$ cat config.mk
export PLATFORM = sky130hd
export DESIGN_NAME = cdc_event_sync
export DESIGN_NICKNAME = d
export VERILOG_FILES = /design/src/rtl/cdc_event_sync.sv
export SDC_FILE = /design/constraint.sdc
export NUM_CORES = 1
export LEC_CHECK = 0
export ABC_AREA = 1
export BUFFER_PORTS_ARGS = -buffer_cell sky130_fd_sc_hd__buf_2
export CAP_MARGIN = 40
export CORE_MARGIN = 4
export CORE_UTILIZATION = 45
export DETAILED_ROUTE_END_ITERATION = 6
export GPL_TIMING_DRIVEN = 0
export PLACE_DENSITY_LB_ADDON = 0.1
export SETUP_SLACK_MARGIN = 0.05
export SYNTH_ARGS = -nofsm -noshare
export SYNTH_HDL_FRONTEND = slang
export SYNTH_SLANG_ARGS = --single-unit
$ cat constraint.sdc
create_clock -name clk_200m -period 3.7 [get_ports clk_200m]
set_input_delay 0 -clock clk_200m [delete_from_list [all_inputs] [get_ports clk_200m]]
set_output_delay 0 -clock clk_200m [all_outputs]
set_load 0.01 [all_outputs]
$ cat src/rtl/cdc_event_sync.sv
// ============================================================================
// Module   : cdc_event_sync
// Brief    : Multi-channel asynchronous event synchroniser for the clk_200m
//            domain: edge pulse, stretched pulse, sticky flag, event counter.
//            Optional debounce stage enabled by defining CDC_EVT_DEBOUNCE_EN.
// Revision : 1.0 - initial release
// ============================================================================
`default_nettype none

module cdc_event_sync #(
    parameter int NUM_CH      = 4,
    parameter int SYNC_STAGES = 3,
    parameter int STRETCH_LEN = 16,
    parameter int CNT_W       = 16,
    parameter int FILT_LEN    = 4
) (
    input  logic                    clk_200m,
    input  logic                    rstn,
    input  logic [NUM_CH-1:0]       async_in_i,
    input  logic [2*NUM_CH-1:0]     edge_mode_i,
    input  logic [NUM_CH-1:0]       sticky_clr_i,
    input  logic                    cnt_clr_i,
    output logic                    armed_o,
    output logic [NUM_CH-1:0]       level_out_o,
    output logic [NUM_CH-1:0]       evt_pulse_o,
    output logic [NUM_CH-1:0]       evt_stretch_o,
    output logic [NUM_CH-1:0]       evt_sticky_o,
    output logic [NUM_CH*CNT_W-1:0] evt_cnt_o
);

`ifdef CDC_EVT_DEBOUNCE_EN
    localparam bit c_deb_en = 1'b1;
`else
    localparam bit c_deb_en = 1'b0;
`endif

    // Detection stays disabled until the pipeline holds post-reset samples only.
    localparam int c_arm_cyc = SYNC_STAGES + 1 + (c_deb_en ? FILT_LEN : 0);
    localparam int c_aw      = $clog2(c_arm_cyc + 1);

    localparam logic [1:0] c_mode_rise = 2'b00;
    localparam logic [1:0] c_mode_fall = 2'b01;
    localparam logic [1:0] c_mode_both = 2'b10;

    logic [c_aw-1:0] arm_cnt_q, arm_cnt_d;
    logic            armed_q, armed_d;

    always_comb begin
        arm_cnt_d = arm_cnt_q;
        armed_d   = armed_q;
        if (!armed_q) begin
            arm_cnt_d = arm_cnt_q + 1'b1;
            if (arm_cnt_q == c_aw'(c_arm_cyc - 1)) begin
                armed_d = 1'b1;
            end
        end
    end

    always_ff @(posedge clk_200m) begin
        if (!rstn) begin
            arm_cnt_q <= '0;
            armed_q   <= 1'b0;
        end else begin
            arm_cnt_q <= arm_cnt_d;
            armed_q   <= armed_d;
        end
    end

    assign armed_o = armed_q;

    for (genvar i = 0; i < NUM_CH; i++) begin : g_ch
        logic [SYNC_STAGES-1:0] sync_q;
        logic                   sync_lvl;
        logic                   lvl;
        logic                   prev_q;
        logic                   evt_d;
        logic                   pulse_q;
        logic [7:0]             str_q, str_d;
        logic                   sticky_q, sticky_d;
        logic [CNT_W-1:0]       cnt_q, cnt_d;

        always_ff @(posedge clk_200m) begin
            if (!rstn) begin
                sync_q <= '0;
            end else begin
                sync_q <= {sync_q[SYNC_STAGES-2:0], async_in_i[i]};
            end
        end

        assign sync_lvl = sync_q[SYNC_STAGES-1];

`ifdef CDC_EVT_DEBOUNCE_EN
        localparam int c_fw = $clog2(FILT_LEN + 1);
        logic            filt_q, filt_d;
        logic [c_fw-1:0] fcnt_q, fcnt_d;

        // Any sample matching the filtered level restarts the stability count.
        always_comb begin
            filt_d = filt_q;
            fcnt_d = '0;
            if (sync_lvl != filt_q) begin
                if (fcnt_q == c_fw'(FILT_LEN - 1)) begin
                    filt_d = sync_lvl;
                end else begin
                    fcnt_d = fcnt_q + 1'b1;
                end
            end
        end

        always_ff @(posedge clk_200m) begin
            if (!rstn) begin
                filt_q <= 1'b0;
                fcnt_q <= '0;
            end else begin
                filt_q <= filt_d;
                fcnt_q <= fcnt_d;
            end
        end

        assign lvl = filt_q;
`else
        assign lvl = sync_lvl;
`endif

        always_comb begin
            evt_d = 1'b0;
            unique case (edge_mode_i[2*i +: 2])
                c_mode_rise: evt_d = lvl & ~prev_q;
                c_mode_fall: evt_d = ~lvl & prev_q;
                c_mode_both: evt_d = lvl ^ prev_q;
                default:     evt_d = 1'b0;
            endcase
            evt_d = evt_d & armed_q;
        end

        // A new event reloads the window, so overlapping events merge.
        always_comb begin
            str_d = str_q;
            if (evt_d) begin
                str_d = 8'(STRETCH_LEN);
            end else if (str_q != 8'd0) begin
                str_d = str_q - 8'd1;
            end
        end

        assign sticky_d = evt_d | (sticky_q & ~sticky_clr_i[i]);

        always_comb begin
            cnt_d = cnt_q;
            if (evt_d) begin
                if (cnt_clr_i) begin
                    cnt_d = CNT_W'(1);
                end else if (cnt_q != {CNT_W{1'b1}}) begin
                    cnt_d = cnt_q + 1'b1;
                end
            end else if (cnt_clr_i) begin
                cnt_d = '0;
            end
        end

        always_ff @(posedge clk_200m) begin
            if (!rstn) begin
                prev_q   <= 1'b0;
                pulse_q  <= 1'b0;
                str_q    <= 8'd0;
                sticky_q <= 1'b0;
                cnt_q    <= '0;
            end else begin
                prev_q   <= lvl;
                pulse_q  <= evt_d;
                str_q    <= str_d;
                sticky_q <= sticky_d;
                cnt_q    <= cnt_d;
            end
        end

        assign level_out_o[i]               = prev_q;
        assign evt_pulse_o[i]               = pulse_q;
        assign evt_stretch_o[i]             = (str_q != 8'd0);
        assign evt_sticky_o[i]              = sticky_q;
        assign evt_cnt_o[i*CNT_W +: CNT_W]  = cnt_q;
    end

endmodule

`default_nettype wire

==> results of run 1 <==
==> per-stage QoR <==
stage / std cells / util (%) / hold slack (ns) / worst slack [ns]
floorplan: 976 / - / 0.09763 / 2.146
global placement: 1259 / 51.39 / 0.1808 / 1.887
detailed placement: 1259 / 51.39 / 0.1877 / 1.877
CTS: 1300 / 56.18 / 0.07439 / 1.862
global route: 1300 / 56.18 / 0.1068 / 1.697
finish: 1300 / 56.18 / 0.08442 / 1.851
==> state kept, by name, summed over array words and instances (netlist names) <==
register       cells
g_ch.prev_q        4
arm_cnt_q          3
g_ch.pulse_q       4
g_ch.cnt_q        64
g_ch.sync_q       12
g_ch.sticky_q      4
g_ch.str_q        32
armed_o            1
==> what timing repair did <==
action / 4_1_cts / 5_1_grt
setup endpoints to repair: 0 / 0
buffers inserted: 0 / 0
endpoints found under the hold margin: 9 / 0
hold buffers: 9 / 0
==> logic make-up after synthesis <==
group	after synthesis	synth area share [%]
XOR/XNOR	20	2.576
multiplexers	1	0.1656
AND/OR/NAND/NOR	495	35.18
flip-flops	124	36.50
AO/OA/AOI/OAI	121	9.991
buffers and inverters	194	11.72
adder cells (fa/ha/maj)	21	3.864
==> metal layers <==
metal	part of all wire (%)	global-route usage (%)	wire [um]	up-vias
met5	0	0	0	-
met3	4.3	4.959	731	21
met1	48	27.71	8120	2860
met4	1.5	6.957	248	0
li1	-	-	-	3316
met2	46	32.60	7728	151
==> worst max-delay path, stage by stage, from the launching register on <==
cell and delay (ns):
dfxtp_1 0.36, inv_1 0.06, ha_1 0.28, nand2_1 0.07, nand3_1 0.10, nand2_1 0.09
nand2_2 0.15, nor2_4 0.30, nand2_1 0.13, o21ai_1 0.13, nor2_1 0.06
==> cells in the final DEF (no fill, tap or decap), types with 17 or more instances in the layout <==
cell	instances
nand2_1	213
inv_1	161
dfxtp_1	124
nor2_1	117
buf_2	101
a21oi_1	67
nand3_1	63
o21ai_0	30
nand4_1	21
ha_1	21
nand2_2	18
clkbuf_16	17
==> where the power goes <==
| group | leakage, nW | switching, W | total [W] | internal [W] |
|---|---|---|---|---|
| Sequential | 1.01 | 0.000116 | 0.00163 | 0.00152 |
| Clock | 0.300 | 0.000582 | 0.00170 | 0.00112 |
| Combinational | 2.42 | 0.000691 | 0.00114 | 0.000451 |
==> cells in the mapped netlist, types with 2 or more instances <==
| cell | count |
|---|---|
| or2_1 | 2 |
| buf_6 | 2 |
| ha_1 | 21 |
| nand2_4 | 8 |
| nor3_2 | 3 |
| nor2_4 | 9 |
| a21oi_4 | 3 |
| xor2_1 | 16 |
| clkbuf_1 | 8 |
| o21bai_1 | 5 |
| nand3b_1 | 4 |
| inv_2 | 7 |
| nand3_4 | 2 |
| inv_1 | 161 |
| a31oi_1 | 2 |
| nand2_2 | 18 |
| nor2_2 | 7 |
| a21oi_1 | 67 |
| o21ai_0 | 30 |
| buf_2 | 2 |
| or2_0 | 2 |
| dfxtp_1 | 124 |
| buf_4 | 13 |
| o21ai_1 | 7 |
| a21oi_2 | 6 |
| nor3_1 | 9 |
| nand3_2 | 10 |
| nor2_1 | 117 |
| xnor2_1 | 4 |
| nand2_1 | 213 |
| nand4_1 | 21 |
| nand3_1 | 63 |
==> worst paths after layout <==
| kind | endpoint | cells after the start | start | slack, ns |
|---|---|---|---|---|
| max | g_ch[1].cnt_q[4] | 10 | g_ch[1].sync_q[2] | 1.85 |
| min | g_ch[2].str_q[0] | 5 | rstn | 0.08 |
| max reg2reg | g_ch[1].cnt_q[4] | 10 | g_ch[1].sync_q[2] | 1.85 |
| min reg2reg | g_ch[2].sync_q[1] | 2 | g_ch[2].sync_q[0] | 0.40 |
==> area by class of cell <==
cell class                      count  area, sq um  area share (%)
Multi-Input combinational cell    658         3521           42.80
Sequential cell                   124         2482           30.17
Inverter                          169        636.9           7.741
Timing Repair Buffer              108        585.6           7.118
Clock buffer                       27        533.0           6.479
Tap cell                          184        230.2           2.798
Buffer                             25        160.2           1.947
Clock inverter                      5        77.57          0.9430
==> qor.csv, run 1 <==
stage;metric;value;unit
die;I/O pin cnt;100;
global_routing;initial antenna violation count;0;
timing;final hold violations;0;
synthesis;Cells after Synth;976;
die;starting density of the core;46.44;%
clocking;H-tree levels;4;
synthesis;EDFF count, synth;0;
drt;drc violations;0;
power;power per cell area;543.8;mW/mm^2
setup_path;CP arrival;2.15;ns
setup_path;Worst EP required;4.00;ns
clocking;Resize count post-CTS;0;
drt;final WL;16830;um
timing;clk_skew;0.01105;ns
run_status;status;finished, final reports clean;
job;max-cap viol count;0;
hold_path;Hold Crit Class;in2reg;
timing;Max Clk Rate;0.5409;GHz
timing;setup TNS;0;ns
global_routing;GRT Util Overall;20.62;%
die;die area;0.01714;sq mm
synthesis;Synth async-reset ratio;0;%
synthesis;sequential share of the synthesized area;36.50;%
placement;Placer Congestion;0.8489;
timing;relative slew slack;59.61;%
placement;PortBufs;99;
synthesis;Ys Warns;0;
timing;part of the cycle the worst path needs;49.97;%
global_routing;largest net degree at the start of global routing;17;
timing;RSZ-0062 raised after global routing;no;
final_layout;Design Area, Final;0.008227;sq mm
drt;remaining antenna violation count;0;
synthesis;mapped cell area;0.006800;sq mm
timing;Tmin final;1.849;ns
setup_path;CP max FO;10;
final_layout;ant diodes;0;
placement;DP Wirelength;12480;um
setup_path;Setup crit start kind;flip-flop;
power;VDD IR-drop max;0.3783;mV
drt;via count;6348;
clocking;total CTS buffers;17;
die;die extent in x;130.9;um
global_routing;global route total overflow;0;
global_routing;first-pass GRT wire length;27990;um
die;core area;0.01464;sq mm
drt;First-pass DRT Iterations;5;
power;Leak;3.726;nW
synthesis;ys flop type;dfxtp_1;
drt;routed length per placed instance;12.94;um
die;Die H;130.9;um
synthesis;Avg Cell Area, Syn;6.967;sq um
power;total power;0.004474;W
timing;final setup vio count;0;
synthesis;largest area contributor in the synthesized netlist;dfxtp_1;
final_layout;nets@finish;1143;
clocking;clock buffer depth;2;
final_layout;Synth-to-Final Area Change;20.98;%
clocking;TritonCTS Sinks;124;
placement;placed cell areas;0.007526;sq mm
clocking;CTS tree;yes;
drt;Vias/cell;4.883;
timing;Max Slew Vio Count;0;
clocking;CTS root buffer;clkbuf_16;
synthesis;top post-synthesis cells by area;dfxtp_1 (37%), nand2_1 (12%), inv_1 (8.9%);
clocking;CTS clk-pin slew, worst paths;0.06;ns
drt;DRT iter0 DRCs;357;
setup_path;critical path type;reg2reg;
final_layout;share of cells above drive strength 1;20.16;%
final_layout;# fillers;1467;
clocking;Worst-Skew Late Latency;0.41;ns
synthesis;Syn Nets;1016;
setup_path;Worst Setup End Kind;flip-flop;
synthesis;Cell variety after synth;42;
die;Row Count;44;
timing;worst slew pin tran;0.6059;ns
synthesis;area share of the largest cell type after synthesis;36.50;%
global_routing;vias in the first global route;5946;
synthesis;post-synthesis register bit count;124;
Note: power is estimated with default switching activity, not from simulation.
==> run 2: changes to the inputs <==
- clock period: 3.7 -> 1.7 ns (I/O delays scaled with it)
==> run 2 against run 1 <==
  * Via count is 3.7% higher
  * Non-clock buffer count is 29 higher
  * Critical path type unchanged
  * Cell count is 2.6% higher
  * Critical endpoint is now g_ch[0].cnt_q[13]
==> qor.csv, run 2 (same netlist as run 1, synthesis figures left out) <==
stage;metric;value;unit
setup_path;cell class contributing the biggest share of worst-path delay;compound AO/OA/AOI/OAI gates;
power;total power;0.01000;W
timing;Tmin final;1.606;ns
clocking;TritonCTS Sinks;124;
setup_path;Worst EP required;2.00;ns
timing;final setup margin;0.09444;ns
placement;placed insts;1259;
timing;Max Slew Vio Count;0;
final_layout;Top reg by flops;g_ch.cnt_q;
timing;final setup vio count;0;
drt;drc violations;0;
setup_path;max incr delay on CP;0.34;ns
die;Row Count;44;
die;starting density of the core;46.44;%
die;I/O pin cnt;100;
timing;relative slew slack;57.47;%
placement;placed cell areas;0.007526;sq mm
final_layout;largest registers;g_ch.cnt_q x64, g_ch.str_q x32, g_ch.sync_q x12;
global_routing;met3 usage;5.000;%
run_status;status;finished, final reports clean;
global_routing;largest net degree at the start of global routing;17;
setup_path;Buffers & Inverters on Critical Path;2;
setup_path;CP startpoint;g_ch[0].prev_q;
drt;remaining antenna violation count;0;
global_routing;initial antenna violation count;0;
placement;PortBufs;99;
global_routing;GRT Util Overall;21.12;%
hold_path;Hold Crit Class;in2reg;
placement;DP Wirelength;12480;um
placement;Place WS;-0.1230;ns
global_routing;vias in the first global route;6067;
setup_path;critical path type;reg2reg;
final_layout;ant diodes;0;
timing;hold_ws;0.07673;ns
final_layout;max reg flops;64;
job;max-cap viol count;0;
final_layout;most frequent cells in the layout;nand2_1 (199), inv_1 (155), nor2_1 (112);
final_layout;Design Area, Final;0.009001;sq mm
final_layout;share of cells above drive strength 1;28.43;%
setup_path;CP arrival;1.90;ns
die;die extent in x;130.9;um
drt;Vias/cell;4.936;
final_layout;nets@finish;1177;
power;power per cell area;1111;mW/mm^2
setup_path;most used cell, CP;inv_1;
setup_path;CP max FO;5;
clocking;Worst-Skew Late Latency;0.42;ns
global_routing;GRT Max-Usage Layer;met2;
drt;DRT iter0 DRCs;353;
setup_path;reg2reg start;g_ch[0].prev_q;
timing;RSZ-0062 raised after global routing;yes;
die;Die H;130.9;um
clocking;CTS clk-pin slew, worst paths;0.06;ns
timing;Max Clk Rate;0.6228;GHz
final_layout;final cell count without fillers;1334;
clocking;clock buffer depth;2;
timing;clk_skew;0.01095;ns
placement;Placer Congestion;0.8489;
clocking;H-tree levels;4;
global_routing;met1 GRT Util;28.34;%
final_layout;Synth-to-Final Area Change;32.36;%
setup_path;Worst Setup End Kind;flip-flop;
drt;routed length per placed instance;13.63;um
hold_path;worst hold start;rstn;
final_layout;most common cell after layout, fill and taps aside;nand2_1;
drt;First-pass DRT Iterations;5;
setup_path;Slowest-stage cell, CP;dfxtp_2;
global_routing;Global Route met2 Usage;33.53;%
drt;final WL;18180;um
setup_path;critical-path cell list;inv_1 -> ha_1 -> inv_1 -> nand2_1 -> nand3_4 -> a21oi_4 -> nand2_8 -> o21ai_0 -> a21oi_2;
drt;via count;6584;
die;core area;0.01464;sq mm
timing;part of the cycle the worst path needs;94.44;%
timing;worst slew pin tran;0.6379;ns
clocking;CTS root buffer;clkbuf_16;
global_routing;global route total overflow;0;
clocking;CTS tree;yes;
global_routing;first-pass GRT wire length;28590;um
timing;final hold violations;0;
setup_path;Setup crit start kind;flip-flop;
die;die area;0.01714;sq mm
clocking;total CTS buffers;17;
power;Leak;3.986;nW
power;VDD IR-drop max;0.9259;mV
-- run 2: cell types whose count changed in the layout (fill, tap and decap cells not counted), moves of 9 or more --
cell and change:
dfxtp_2 +12, dfxtp_1 -16, buf_4 +23, nand3_1 -12
nand2_4 +13, nand2_1 -14, nand3_2 +9
-- run 2: timing repair --
action / in CTS / in global routing
pin swaps: 11 / 45
hold buffers: 9 / 0
cloned: 2 / 3
buffers inserted: 14 / 15
setup endpoints to repair: 61 / 79
resized for setup: 35 / 80
endpoints found under the hold margin: 9 / 0
-- run 2: worst paths after layout --
| path | endpoint | slack (ns) | depth (start not counted) |
|---|---|---|---|
| worst min-delay path | g_ch[2].str_q[0] | 0.08 | 5 |
| worst max register to register | g_ch[0].cnt_q[13] | 0.09 | 9 |
| worst max-delay path | g_ch[0].cnt_q[13] | 0.09 | 9 |
| worst min register to register | g_ch[2].sync_q[1] | 0.40 | 2 |
-- run 2: report_power, final --
group,leakage (nW),total (W),internal [W],switching [W]
sequential,1.02,0.00356,0.00330,0.000260
combinational,2.67,0.00275,0.00113,0.00162
clock,0.300,0.00370,0.00243,0.00127
-- run 2: worst reg2reg max path: cells and delay by family (launching register included) --
| family | cells | cell delay, ns |
|---|---|---|
| fa+ha+maj | 1 | 0.12 |
| simple gates | 3 | 0.34 |
| buf+inv | 2 | 0.09 |
| compound gates | 3 | 0.60 |
| flops | 1 | 0.34 |
-- run 2: stage by stage --
step	util [%]	TNS, ns
after global routing	61.47	0
after detailed placement	51.39	-2.755
final	61.47	0
after floorplan	-	0
after CTS	58.26	0
after global placement	51.39	-2.523
-- run 2: per-layer routing --
metal | part of all wire, % | wire length [um]
met5 | 0 | 0
met2 | 48 | 8679
met1 | 47 | 8528
met3 | 4.3 | 789
met4 | 1.0 | 186
-- run 2: cell type report --
| cell class | count | area, sq um |
|---|---|---|
| plain buffers | 25 | 160.2 |
| clock buffers | 27 | 533.0 |
| clock inverters | 5 | 77.57 |
| fillers | 1359 | 5643 |
| inverters | 169 | 636.9 |
| multi-input cells | 663 | 4008 |
| flip-flops and latches | 124 | 2512 |
| well taps | 184 | 230.2 |
| repair buffers | 137 | 843.3 |
